==> src/rtl/mii_rx_framer_if.sv <==
// PHY-side receive bus of mii_rx_framer: retimed PHY pins in, framed byte stream out.
// master = PHY/retimer side, slave = framer side.
interface mii_rx_framer_if #(
    parameter int DATA_W = 2,
    parameter int LEN_W  = 11
);
    logic              rx_er;
    logic [DATA_W-1:0] rx_d;
    logic              crs_dv;
    logic [7:0]        data_o;
    logic              valid_o;
    logic              sof_o;
    logic              eof_o;
    logic [LEN_W-1:0]  len_o;
    logic              err_o;
    logic              fcs_ok_o;

    modport master (
        output rx_er, rx_d, crs_dv,
        input  data_o, valid_o, sof_o, eof_o, len_o, err_o, fcs_ok_o
    );

    modport slave (
        input  rx_er, rx_d, crs_dv,
        output data_o, valid_o, sof_o, eof_o, len_o, err_o, fcs_ok_o
    );
endinterface

==> src/rtl/mii_rx_framer.sv <==
// RMII/MII receive framer: SFD hunt, LSB-first byte assembly, frame delimiting,
// length counting and CRC-32 residue check.
module mii_rx_framer #(
    parameter int DATA_W    = 2,
    parameter int CHECK_FCS = 1,
    parameter int MIN_LEN   = 64,
    parameter int MAX_LEN   = 1518,
    parameter int LEN_W     = 11
) (
    input  logic           clk,
    input  logic           rst_n,
    mii_rx_framer_if.slave bus
);
    localparam logic [2:0] S_IDLE = 3'd0;
    localparam logic [2:0] S_HUNT = 3'd1;
    localparam logic [2:0] S_RECV = 3'd2;
    localparam logic [2:0] S_DROP = 3'd3;
    localparam logic [2:0] S_END  = 3'd4;

    localparam int               BEATS     = 8 / DATA_W;
    localparam logic [1:0]       BEAT_LAST = 2'(BEATS - 1);
    localparam logic [LEN_W-1:0] MAX_L     = LEN_W'(MAX_LEN);
    localparam logic [LEN_W-1:0] MIN_L     = LEN_W'(MIN_LEN);

    logic [2:0]       r_state;
    logic [7:0]       r_sr;
    logic [1:0]       r_beat;
    logic [LEN_W-1:0] r_len;
    logic [31:0]      r_crc;
    logic             r_err;
    logic             r_sof_seen;
    logic [7:0]       r_data;
    logic             r_valid;
    logic             r_sof;
    logic             r_eof;
    logic [LEN_W-1:0] r_len_o;
    logic             r_err_o;
    logic             r_fcs_ok;

    logic [7:0]       w_sr_next;
    logic             w_byte_done;
    logic             w_fcs_ok;
    logic             w_err_sum;
    logic [LEN_W-1:0] w_len_inc;

    // Reflected CRC-32, one byte LSB first; the caller keeps the register uninverted.
    function automatic logic [31:0] crc32_byte(input logic [31:0] c, input logic [7:0] d);
        logic [31:0] r;
        r = c;
        for (int i = 0; i < 8; i++) begin
            r = (r >> 1) ^ ((r[0] ^ d[i]) ? 32'hEDB88320 : 32'h0);
        end
        return r;
    endfunction

    assign w_sr_next   = {bus.rx_d, r_sr[7:DATA_W]};
    assign w_byte_done = (r_beat == BEAT_LAST);
    assign w_fcs_ok    = (CHECK_FCS != 0) && (r_crc == 32'hDEBB20E3);
    assign w_len_inc   = (r_len == {LEN_W{1'b1}}) ? r_len : r_len + 1'b1;
    assign w_err_sum   = r_err || (r_beat != 2'd0) || (r_len < MIN_L) ||
                         ((CHECK_FCS != 0) && !w_fcs_ok);

    always_ff @(posedge clk or negedge rst_n) begin
        if (!rst_n) begin
            r_state    <= S_IDLE;
            r_sr       <= 8'h00;
            r_beat     <= 2'd0;
            r_len      <= '0;
            r_crc      <= 32'hFFFFFFFF;
            r_err      <= 1'b0;
            r_sof_seen <= 1'b0;
            r_data     <= 8'h00;
            r_valid    <= 1'b0;
            r_sof      <= 1'b0;
            r_eof      <= 1'b0;
            r_len_o    <= '0;
            r_err_o    <= 1'b0;
            r_fcs_ok   <= 1'b0;
        end else begin
            r_valid  <= 1'b0;
            r_sof    <= 1'b0;
            r_eof    <= 1'b0;
            r_len_o  <= '0;
            r_err_o  <= 1'b0;
            r_fcs_ok <= 1'b0;
            case (r_state)
                S_IDLE: begin
                    r_sof_seen <= 1'b0;
                    if (bus.crs_dv) begin
                        r_sr    <= w_sr_next;
                        r_state <= S_HUNT;
                    end
                end
                S_HUNT: begin
                    if (!bus.crs_dv) begin
                        r_state <= S_IDLE;
                    end else begin
                        r_sr <= w_sr_next;
                        if (w_sr_next == 8'hD5 && !bus.rx_er) begin
                            r_state    <= S_RECV;
                            r_beat     <= 2'd0;
                            r_len      <= '0;
                            r_crc      <= 32'hFFFFFFFF;
                            r_err      <= 1'b0;
                            r_sof_seen <= 1'b0;
                        end else if (bus.rx_er) begin
                            r_state <= S_DROP;
                        end
                    end
                end
                S_RECV: begin
                    // Carrier fall takes priority: rx_er without crs_dv is meaningless.
                    if (!bus.crs_dv) begin
                        r_state  <= S_END;
                        r_eof    <= 1'b1;
                        r_len_o  <= r_len;
                        r_err_o  <= w_err_sum;
                        r_fcs_ok <= w_fcs_ok;
                    end else if (bus.rx_er) begin
                        r_err   <= 1'b1;
                        r_state <= S_DROP;
                    end else begin
                        r_sr <= w_sr_next;
                        if (!w_byte_done) begin
                            r_beat <= r_beat + 2'd1;
                        end else begin
                            r_beat <= 2'd0;
                            if (r_len == MAX_L) begin
                                r_err   <= 1'b1;
                                r_state <= S_DROP;
                            end else begin
                                r_data     <= w_sr_next;
                                r_valid    <= 1'b1;
                                r_sof      <= !r_sof_seen;
                                r_sof_seen <= 1'b1;
                                r_len      <= w_len_inc;
                                r_crc      <= crc32_byte(r_crc, w_sr_next);
                            end
                        end
                    end
                end
                S_DROP: begin
                    // A frame that never produced sof_o vanishes without an eof_o.
                    if (!bus.crs_dv) begin
                        if (r_sof_seen) begin
                            r_state  <= S_END;
                            r_eof    <= 1'b1;
                            r_len_o  <= r_len;
                            r_err_o  <= w_err_sum;
                            r_fcs_ok <= w_fcs_ok;
                        end else begin
                            r_state <= S_IDLE;
                        end
                    end
                end
                S_END: begin
                    r_state <= S_IDLE;
                end
                default: begin
                    r_state <= S_IDLE;
                end
            endcase
        end
    end

    assign bus.data_o   = r_data;
    assign bus.valid_o  = r_valid;
    assign bus.sof_o    = r_sof;
    assign bus.eof_o    = r_eof;
    assign bus.len_o    = r_len_o;
    assign bus.err_o    = r_err_o;
    assign bus.fcs_ok_o = r_fcs_ok;
endmodule
==> src/flat_wrapper.sv <==
// flat-port wrapper written by rule: the top's interface ports become plain ports
module mii_rx_framer_flat 
#(
    parameter int DATA_W    = 2,
    parameter int CHECK_FCS = 1,
    parameter int MIN_LEN   = 64,
    parameter int MAX_LEN   = 1518,
    parameter int LEN_W     = 11
)
  (clk, rst_n, bus_rx_er, bus_rx_d, bus_crs_dv, bus_data_o, bus_valid_o, bus_sof_o, bus_eof_o, bus_len_o, bus_err_o, bus_fcs_ok_o);
  mii_rx_framer_if #(.DATA_W(DATA_W), .LEN_W(LEN_W)) bus_i ();
  input  logic clk;
  input  logic rst_n;
  input wire logic [$bits(bus_i.rx_er)-1:0] bus_rx_er;
  input wire logic [$bits(bus_i.rx_d)-1:0] bus_rx_d;
  input wire logic [$bits(bus_i.crs_dv)-1:0] bus_crs_dv;
  output wire logic [$bits(bus_i.data_o)-1:0] bus_data_o;
  output wire logic [$bits(bus_i.valid_o)-1:0] bus_valid_o;
  output wire logic [$bits(bus_i.sof_o)-1:0] bus_sof_o;
  output wire logic [$bits(bus_i.eof_o)-1:0] bus_eof_o;
  output wire logic [$bits(bus_i.len_o)-1:0] bus_len_o;
  output wire logic [$bits(bus_i.err_o)-1:0] bus_err_o;
  output wire logic [$bits(bus_i.fcs_ok_o)-1:0] bus_fcs_ok_o;
  assign bus_i.rx_er = bus_rx_er;
  assign bus_i.rx_d = bus_rx_d;
  assign bus_i.crs_dv = bus_crs_dv;
  assign bus_data_o = bus_i.data_o;
  assign bus_valid_o = bus_i.valid_o;
  assign bus_sof_o = bus_i.sof_o;
  assign bus_eof_o = bus_i.eof_o;
  assign bus_len_o = bus_i.len_o;
  assign bus_err_o = bus_i.err_o;
  assign bus_fcs_ok_o = bus_i.fcs_ok_o;
  mii_rx_framer #(.DATA_W(DATA_W), .CHECK_FCS(CHECK_FCS), .MIN_LEN(MIN_LEN), .MAX_LEN(MAX_LEN), .LEN_W(LEN_W)) u_core (.clk(clk), .rst_n(rst_n), .bus(bus_i));
endmodule
==> config.mk <==
export PLATFORM = sky130hd
export DESIGN_NAME = mii_rx_framer_flat
export DESIGN_NICKNAME = d
export VERILOG_FILES = /design/src/rtl/mii_rx_framer_if.sv /design/src/rtl/mii_rx_framer.sv /design/src/flat_wrapper.sv
export SDC_FILE = /design/constraint.sdc
export NUM_CORES = 1
export LEC_CHECK = 0
export BUFFER_PORTS_ARGS = -buffer_cell sky130_fd_sc_hd__buf_2
export CAP_MARGIN = 20
export CORE_AREA = 2 2 96 98
export DETAILED_ROUTE_END_ITERATION = 8
export DIE_AREA = 0 0 98 100
export PLACE_DENSITY = 0.7
export SYNTH_ARGS = -nofsm -noshare
export SYNTH_HDL_FRONTEND = slang
export SYNTH_SLANG_ARGS = --single-unit
==> constraint.sdc <==
create_clock -name clk -period 4.3 [get_ports clk]
set_clock_uncertainty 0.15 [all_clocks]
set_input_delay 0.86 -clock clk [delete_from_list [all_inputs] [get_ports clk]]
set_output_delay 0.86 -clock clk [all_outputs]
set_load 0.01 [all_outputs]
Yosys cells after proc, flatten, opt, wreduce, memory -nomap -nowiden
Cells that the tools add are included.

operators by class
  add/subtract/negate cells = 2
  magnitude comparators = 1
  eq/ne operators = 23
  multiplexer cells = 82
  bitwise logic cells = 18
  reduce and logical (&&, ||, !) cells = 21

operator list
  cell                                                   number
  two-way mux 32 bit                                     14
  bitwise XOR 31 x 32 -> 32 bit                          8
  two-way mux 11 bit                                     10
  one-hot mux 32 bit (2 select lines)                    1
  one-hot mux 11 bit (2 select lines)                    2
  equality test 32 bit, second input constant            1
  two-way mux 3 bit                                      10
  two-way mux 1 bit                                      29
  two-way mux 8 bit                                      3
  equality test 11 bit, second input constant            2
  one-hot mux 8 bit (2 select lines)                     1
  AND reduction 5 bit                                    3
  inequality test 2 bit, second input constant           7
  AND reduction 7 bit                                    2
  inequality test 4 x 3 -> 1 bit, second input constant  3
  one-hot mux 3 bit (4 select lines)                     1
  adder 11 x 1 -> 11 bit, second input constant          1
  < comparator 11 x 7 -> 1 bit, second input constant    1
  two-way mux 2 bit                                      5
  equality test 8 bit, second input constant             1
  one-hot mux 1 bit (2 select lines)                     4
  AND reduction 8 bit                                    1
  bitwise XOR 1 bit                                      8
  equality test 3 x 2 -> 1 bit, second input constant    2
  other kinds (17)                                       27

storage, ports and cells
  flip-flop bits (word level) = 82
  bits of input ports = 6
  output and inout bits = 24

Longest topological paths before layout
Gate-level depths: netlist (run 1).

  depth after elaboration = 29
  depth in mapped cells = 9

Worst setup path after synthesis (run 1)
No wires, ideal clock.

  path type = input to register
  start = input bus_rx_er
  end = register u_core.r_data[6] (netlist: u_core.bus.data_o[6])
  setup time = 0.125 ns
  arrival = 2.047 ns
  data required time = 4.025 ns
  slack = 1.978 ns
  cell stages on the path = 5
  path buffers = 1
  cells stage by stage = nor4b_2 -> nand2_1 -> nor2_1 -> buf_2 -> mux2_2

on the way
  longest elaborated chain between the ends = 2

ends and longest elaborated chain
  item                           RTL line              source
  from (decl)                    flat_wrapper.sv:14    input wire logic [$bits(bus_i.rx_er)-1:0] bus_rx_er;
  inverter 1 bit (no line)       n/a
  AND reduction 5 bit (no line)  n/a
  to (signal assigned)           mii_rx_framer.sv:132  r_data <= w_sr_next;
  to (decl)                      mii_rx_framer.sv:32   logic [7:0] r_data;

No other way between the ends.
A chain may end at the register's enable or synchronous reset.

Final worst setup path (run 1)
  start = register u_core.r_len[0]
  end = register u_core.r_data[5] (netlist: u_core.bus.data_o[5])

on the way
  longest elaborated chain between the ends = 3

ends and longest elaborated chain
  item                           RTL line              source
  from (decl)                    mii_rx_framer.sv:28   logic [LEN_W-1:0] r_len;
  from (signal assigned)         mii_rx_framer.sv:136  r_len <= w_len_inc;
  equality test 11 bit           mii_rx_framer.sv:128  if (r_len == MAX_L) begin
  inverter 1 bit (no line)       n/a
  AND reduction 5 bit (no line)  n/a

No other way between the ends.

==> results by group, run 1 <==
Outcome
  – Status: finished, final reports clean

Finish
  – Register Area: 2042 µm²
  – FILL cells: around 800
  – Share of cells above drive strength 1: 27.96%
  – Final instance area: 4712 µm²
  – Ant diodes: 0
  – Multi-input gate area: 2118 µm²
  – Area grow syn2layout: 10.76%
  – Nets: around 430

Power and ir drop
  – Leak: 0.001974 µW
  – Clk pwr share: between 20% and 30%
  – VDD IR max: 0.0002425 V
  – Pint: 1794 µW
  – Switching share of power: 36.71%
  – Register share of total power: a little over a third
  – Net Switching: 1041 µW
  – Comb power frac: a little over two fifths
  – PwrDens: 601.5 nW/µm²

Synth
  – Post-synth EDFFs: 0
  – Mapped Area: ~4300 µm²
  – Yosys cell types: 52
  – FF+latch count, synth: 80
  – Synthesized netlist net count: between 300 and 400
  – Syn Inst Count: 389
  – Post-synth ARST share: 100.0%
  – Average cell area after synthesis: ~11 µm²
  – Register area share after synthesis: 48.00%
  – Main synth FF type: dfrtp_1
  – Ys Warns: 0

Critical path
  – Critical Path Fanout Max: 38
  – WP data arrival: roughly 2.7 ns
  – Slowest stage delay, CP: 0.43 ns
  – CP Cell Sequence: inv_1 -> ha_1 -> nand4bb_1 -> o31a_1 -> nand2_1 -> nor2_2 -> buf_4 -> mux2_2
  – Slowest CP cell: dfrtp_1
  – Critical path startpoint category: flip-flop
  – Required time worst endpoint: ~4.4 ns
  – WS Path Type: flip-flop to flip-flop
  – Crit. End Element: flip-flop

Global routing
  – Total global routing overflow: 0
  – Largest net degree at the start of global routing: 81
  – First-pass GRT wire length: 14930 µm
  – Initial antenna violation count: 0
  – GRT Total Usage: 19.09%
  – Vias in the first global route: 2933

Route
  – Drt wl/cell: ~17 µm
  – 1st-pass router iterations: 4
  – Total Routed Length: 8814 µm
  – Via count: 2942
  – Drt drc: 0
  – First DRT Iteration DRCs: 156
  – Detail Route Antenna Nets: 0
  – Vias per cell: roughly 5.5

CTS
  – Num CTS Buffers: 9
  – H-tree depth: 3
  – Root Buffer: clkbuf_8
  – Clock buffer depth: 2
  – Post-CTS Hold Fix Bufs: 0
  – CTS Sinks: 80
  – CTS tree: done
  – Latest clock arrival within the worst-skew pair: 0.35 ns
  – Clk pin slew, worst setup/hold paths: 0.09 ns
  – Postcts setup bufs: 0
  – Post_cts resized: 0

STA
  – RSZ-0062 raised after global routing: false
  – Slew HR: 35.90%
  – Measured slew at the worst slew-check pin: around 0.96 ns
  – Final min period: 2.574 ns
  – Period utilization: 59.86%
  – FMAX: 388.5 MHz
  – Hold Vio Cnt, Final: 0
  – Setup TNS: 0 ns
  – Setup violators final: 0
  – Slew Viols, Final: 0

Placement
  – Post-DP HPWL: between 6000 and 7000 µm
  – Gpl congestion: between 0.9 and 1
  – Dpl cell area: 4496 µm²
  – PortBufs: 29

Die
  – Row count: 35
  – Total die area: 9800 µm²
  – Core area: approximately 9000 µm²
  – # IOs: 30
  – Initial Util: 47.85%
  – X dimension of the die: 98 µm
  – Die H: 100 µm

Min path
  – Worst hold-check path type: flip-flop to flip-flop

Flow run
  – Max_cap viols: 0
-- flip-flops by register name, indices dropped and copies added (netlist names) --
signal               count
u_core.r_beat            2
u_core.r_crc            32
u_core.r_sr              6
u_core.bus.data_o        8
u_core.bus.sof_o         1
u_core.bus.eof_o         1
u_core.bus.valid_o       1
u_core.bus.len_o        11
u_core.r_sof_seen        1
u_core.r_err             1
u_core.bus.err_o         1
u_core.bus.fcs_ok_o      1
u_core.r_state           3
u_core.r_len            11
-- placed cells by master (no fill, tap or decap), types with 12 or more instances in the layout --
cell       n
dfstp_2   32
mux2_2    14
clkbuf_8  12
a21oi_1   33
dfrtp_1   48
buf_2     28
xor2_1    22
o21ai_0   21
nor2_1    44
and2_1    12
xnor2_1   36
-- power groups by stage --
stage,clock network [µW],logic [µW],registers [µW]
floorplan,0,1050,977
global placement,0,1210,1010
detailed placement,0,1230,1020
CTS,602,1240,1010
global route,643,1350,1020
finish,596,1230,1010
-- critical path: cells and delay by family (launching register included) --
kind            cells  cell delay [ns]
simple gates        3             0.49
compound gates      1             0.33
buf+inv             2             0.46
fa+ha+maj           1             0.20
mux                 1             0.39
flops               1             0.43
-- stage by stage --
stage	total power [µW]	cells	util, %	worst slack (ns)	hold slack (ns)
after floorplan	2027	389	-	1.978	0.2796
after global placement	2225	517	50.57	1.540	0.3118
after detailed placement	2248	517	50.57	1.480	0.3053
after CTS	2846	533	53.00	1.717	0.3221
after global routing	3013	533	53.00	1.559	0.3430
final	2834	533	53.00	1.726	0.3160
-- logic make-up after synthesis --
group | share of synthesized area (%)
compound gates | 11.59
xor+xnor | 18.85
fa+ha+maj | 1.177
buf+inv | 2.265
flops | 48.00
mux | 3.706
simple gates | 14.41
-- layout make-up --
class,instances,area share (%)
Clock inverter,4,1.089
Multi-Input combinational cell,287,44.95
Timing Repair Buffer,32,3.611
Clock buffer,12,3.505
Tap cell,111,2.947
Inverter,7,0.5576
Sequential cell,80,43.34
-- cell usage after synthesis, types with 9 or more instances --
cell type | n | area (µm²)
mux2_2 | 14 | 157.7
dfrtp_1 | 48 | 1201
o21ai_0 | 21 | 105.1
nor2_1 | 45 | 168.9
xnor2_1 | 36 | 315.3
o31ai_1 | 9 | 67.56
and2_1 | 12 | 75.07
buf_2 | 11 | 55.05
a21oi_1 | 33 | 165.2
nand2_1 | 11 | 41.29
xor2_1 | 22 | 192.7
xnor2_2 | 11 | 178.9
dfstp_2 | 32 | 840.8
-- worst paths after layout --
check	startpoint	endpoint	slack (ns)	cells after the start
worst min register to register	u_core.r_sof_seen	u_core.bus.sof_o	0.32	1
worst min-delay path	u_core.r_sof_seen	u_core.bus.sof_o	0.32	1
worst max-delay path	u_core.r_len[0]	u_core.bus.data_o[5]	1.73	8
min in group asynchronous	rst_n	u_core.bus.data_o[7]	0.52	1
worst max register to register	u_core.r_len[0]	u_core.bus.data_o[5]	1.73	8
max in group asynchronous	rst_n	u_core.bus.len_o[3]	2.88	1
-- routing by layer --
layer | share of wire (%) | GRT usage (%) | wire length [µm]
met4 | 1.8 | 5.876 | 162
met2 | 47 | 30.08 | 4123
met1 | 48 | 26.77 | 4224
met5 | 0 | 0 | 0
met3 | 3.4 | 4.039 | 303
Power figures use the tool's default switching activity.
==> run 2, diff against run 1 <==
--- a/config.mk
+++ b/config.mk
@@ -10,7 +10,7 @@
 export CORE_AREA = 2 2 96 98
 export DETAILED_ROUTE_END_ITERATION = 8
 export DIE_AREA = 0 0 98 100
-export PLACE_DENSITY = 0.7
+export PLACE_DENSITY = 0.72
 export SYNTH_ARGS = -nofsm -noshare
 export SYNTH_HDL_FRONTEND = slang
 export SYNTH_SLANG_ARGS = --single-unit
==> constraint.sdc (replaced) <==
create_clock -name clk -period 2.1 [get_ports clk]
set_clock_uncertainty 0.15 [all_clocks]
set_input_delay 0.42 -clock clk [delete_from_list [all_inputs] [get_ports clk]]
set_output_delay 0.42 -clock clk [all_outputs]
set_load 0.01 [all_outputs]
==> run 2 against run 1 <==
Final area is 8.5% higher. Worst hold slack worse by 0.13 ns. Die area is the same. Critical path type unchanged. Sequential cell count stayed put. Non-clock buffer count up 37. Power is 120% higher. Clock-buffer cell count fell by 3. Sequential power grew 100%. Combinational power up 130%.
==> results by group, run 2 (same netlist as run 1, synthesis figures left out) <==
Critical path
  – Required time worst endpoint: 2.24 ns (-2.16 ns)
  – Crit. End Element: flip-flop
  – Critical Path Fanout Max: 5 (-87%)
  – Slowest CP cell: dfstp_2
  – WS Path Type: flip-flop to flip-flop
  – WP data arrival: 2.11 ns (-0.56 ns)
  – CP Buf/Inv Count: 1 (-1)
  – Critical path startpoint category: flip-flop
  – CP Cell Sequence: xnor2_2 -> buf_4 -> xor2_2 -> xor2_2 -> xnor2_1 -> a21oi_2
  – Delay-heaviest family, CP: XOR/XNOR gates
  – Most frequent cell on the critical path: xor2_2
  – Slowest stage delay, CP: 0.57 ns (+0.14 ns)

Min path
  – Worst hold-check path type: primary input to flip-flop

Outcome
  – Status: finished, final reports clean

STA
  – Final min period: 1.977 ns (-0.5974 ns)
  – Slew Viols, Final: 0 (unchanged)
  – Slew HR: 67.94% (+32 points)
  – Measured slew at the worst slew-check pin: 0.4785 ns (-0.4830 ns)
  – Setup TNS: 0 ns (unchanged)
  – Setup violators final: 0 (unchanged)
  – RSZ-0062 raised after global routing: false
  – FMAX: 505.9 MHz (+30%)
  – Hold Vio Cnt, Final: 0 (unchanged)
  – Period utilization: 94.13% (+34 points)

Global routing
  – GRT Total Usage: 20.76% (+1.7 points)
  – Largest net degree at the start of global routing: 37 (-54%)
  – Total global routing overflow: 0 (unchanged)
  – First-pass GRT wire length: 16230 µm (+8.7%)
  – Initial antenna violation count: 0 (unchanged)
  – Vias in the first global route: 3242 (+11%)

Power and ir drop
  – Total Power: 6201 µW (+120%)
  – VDD IR max: 0.0004803 V (+98%)
  – PwrDens: 1213 nW/µm² (+100%)
  – Leak: 0.002162 µW (+9.5%)

Route
  – Total Routed Length: 9360 µm (+6.2%)
  – Vias per cell: 5.546 (+0.47%)
  – Via count: 3161 (+7.4%)
  – Met3 wire length: 444 µm (+47%)
  – First DRT Iteration DRCs: 270 (+73%)
  – Drt wl/cell: 16.42 µm (-0.70%)
  – Drt drc: 0 (unchanged)
  – Post-Route M1 WL: 4288 µm (+1.5%)
  – Highest routed layer: met4
  – Detail Route Antenna Nets: 0 (unchanged)
  – 1st-pass router iterations: 4 (unchanged)
  – WL met2: 4448 µm (+7.9%)

Placement
  – Post-DP HPWL: 6815 µm (+11%)
  – Gpl congestion: 0.8881 (-1.8%)
  – PortBufs: 29 (unchanged)

Finish
  – Area grow syn2layout: 20.21%
  – Register with the most flip-flops: u_core.r_crc
  – Max reg flops: 32 (unchanged)
  – Nets: 464 (+8.7%)
  – Most frequent cells in the layout: dfrtp_1, nor2_1, xnor2_1, buf_4, dfstp_2
  – Most common cell after layout, fill and taps aside: dfrtp_1
  – Share of cells above drive strength 1: 36.60% (+8.6 points)
  – FILL cells: 750 (-5.8%)
  – Ant diodes: 0 (unchanged)

Flow run
  – Max_cap viols: 0 (unchanged)

Die
  – Initial Util: 47.85% (unchanged)
  – Die H: 100 µm (unchanged)
  – Total die area: 9800 µm² (unchanged)
  – # IOs: 30 (unchanged)
  – X dimension of the die: 98 µm (unchanged)
  – Row count: 35 (unchanged)
  – Core area: 8890 µm² (unchanged)

CTS
  – Clock buffer depth: 2 (unchanged)
  – CTS Sinks: 80 (unchanged)
  – H-tree depth: 3 (unchanged)
  – Latest clock arrival within the worst-skew pair: 0.36 ns (about the same)
  – Num CTS Buffers: 9 (unchanged)
  – Clk pin slew, worst setup/hold paths: 0.09 ns (about the same)
  – CTS tree: done
  – Root Buffer: clkbuf_8
[run 2: changes by cell type in the layout (fill, tap and decap cells not counted), sizes merged]
cell / previous run / this run
buf: 32 / 68
bufinv: 1 / 2
clkbuf: 12 / 9
clkinv: 2 / 1
clkinvlp: 1 / 2
dlygate4sd3: 0 / 1
inv: 7 / 9
[run 2: final cells by class]
type / instances / area, µm² / share of cell area (%)
Clock buffer: 9 / 123.9 / 2.422
Clock inverter: 7 / 101.3 / 1.982
Inverter: 7 / 26.28 / 0.5138
Multi-Input combinational cell: 287 / 2181 / 42.65
Sequential cell: 80 / 2047 / 40.03
Tap cell: 111 / 138.9 / 2.716
Timing Repair Buffer: 69 / 495.5 / 9.689
[run 2: power by group]
| group | internal [µW] | total [µW] | switching [µW] |
|---|---|---|---|
| combinational | 1420 | 2870 | 1450 |
| clock | 680 | 1290 | 606 |
| sequential | 1810 | 2050 | 239 |
[run 2: path summary, 6_finish.rpt]
check	from	to	slack [ns]	cells after the start
worst max-delay path	u_core.r_crc[3]	u_core.r_crc[5]	0.12	6
min in group asynchronous	rst_n	u_core.bus.valid_o	0.41	2
max in group asynchronous	rst_n	u_core.r_len[0]	0.80	3
worst min-delay path	bus_crs_dv	u_core.r_state[2]	0.19	2
worst max register to register	u_core.r_crc[3]	u_core.r_crc[5]	0.12	6
worst min register to register	u_core.r_sof_seen	u_core.bus.sof_o	0.32	1
[run 2: metal layers]
metal,vias to the layer above,global-route usage [%]
met2,92,32.77
li1,1495,-
met1,1556,29.34
met3,18,3.969
met4,0,6.517
met5,-,0
[run 2: per-stage QoR]
step	area, µm²	worst slack (ns)	util (%)	instances	hold WS, ns
2_1_floorplan	4257	0.006404	-	389	-0.02559
3_3_place_gp	4803	0.06298	54.03	553	0.2583
3_5_place_dp	4803	0.02885	54.03	553	0.2597
4_1_cts	5039	0.01270	56.68	570	0.1756
5_1_grt	5114	0.001442	57.52	570	0.2048
6_report	5114	0.1233	57.52	570	0.1867
[run 2: what timing repair did]
item,in CTS,in global routing
gates resized for setup,0,18
endpoints found under the hold margin,13,0
buffers inserted,0,0
endpoints found under the setup margin,0,52
hold buffers,1,0
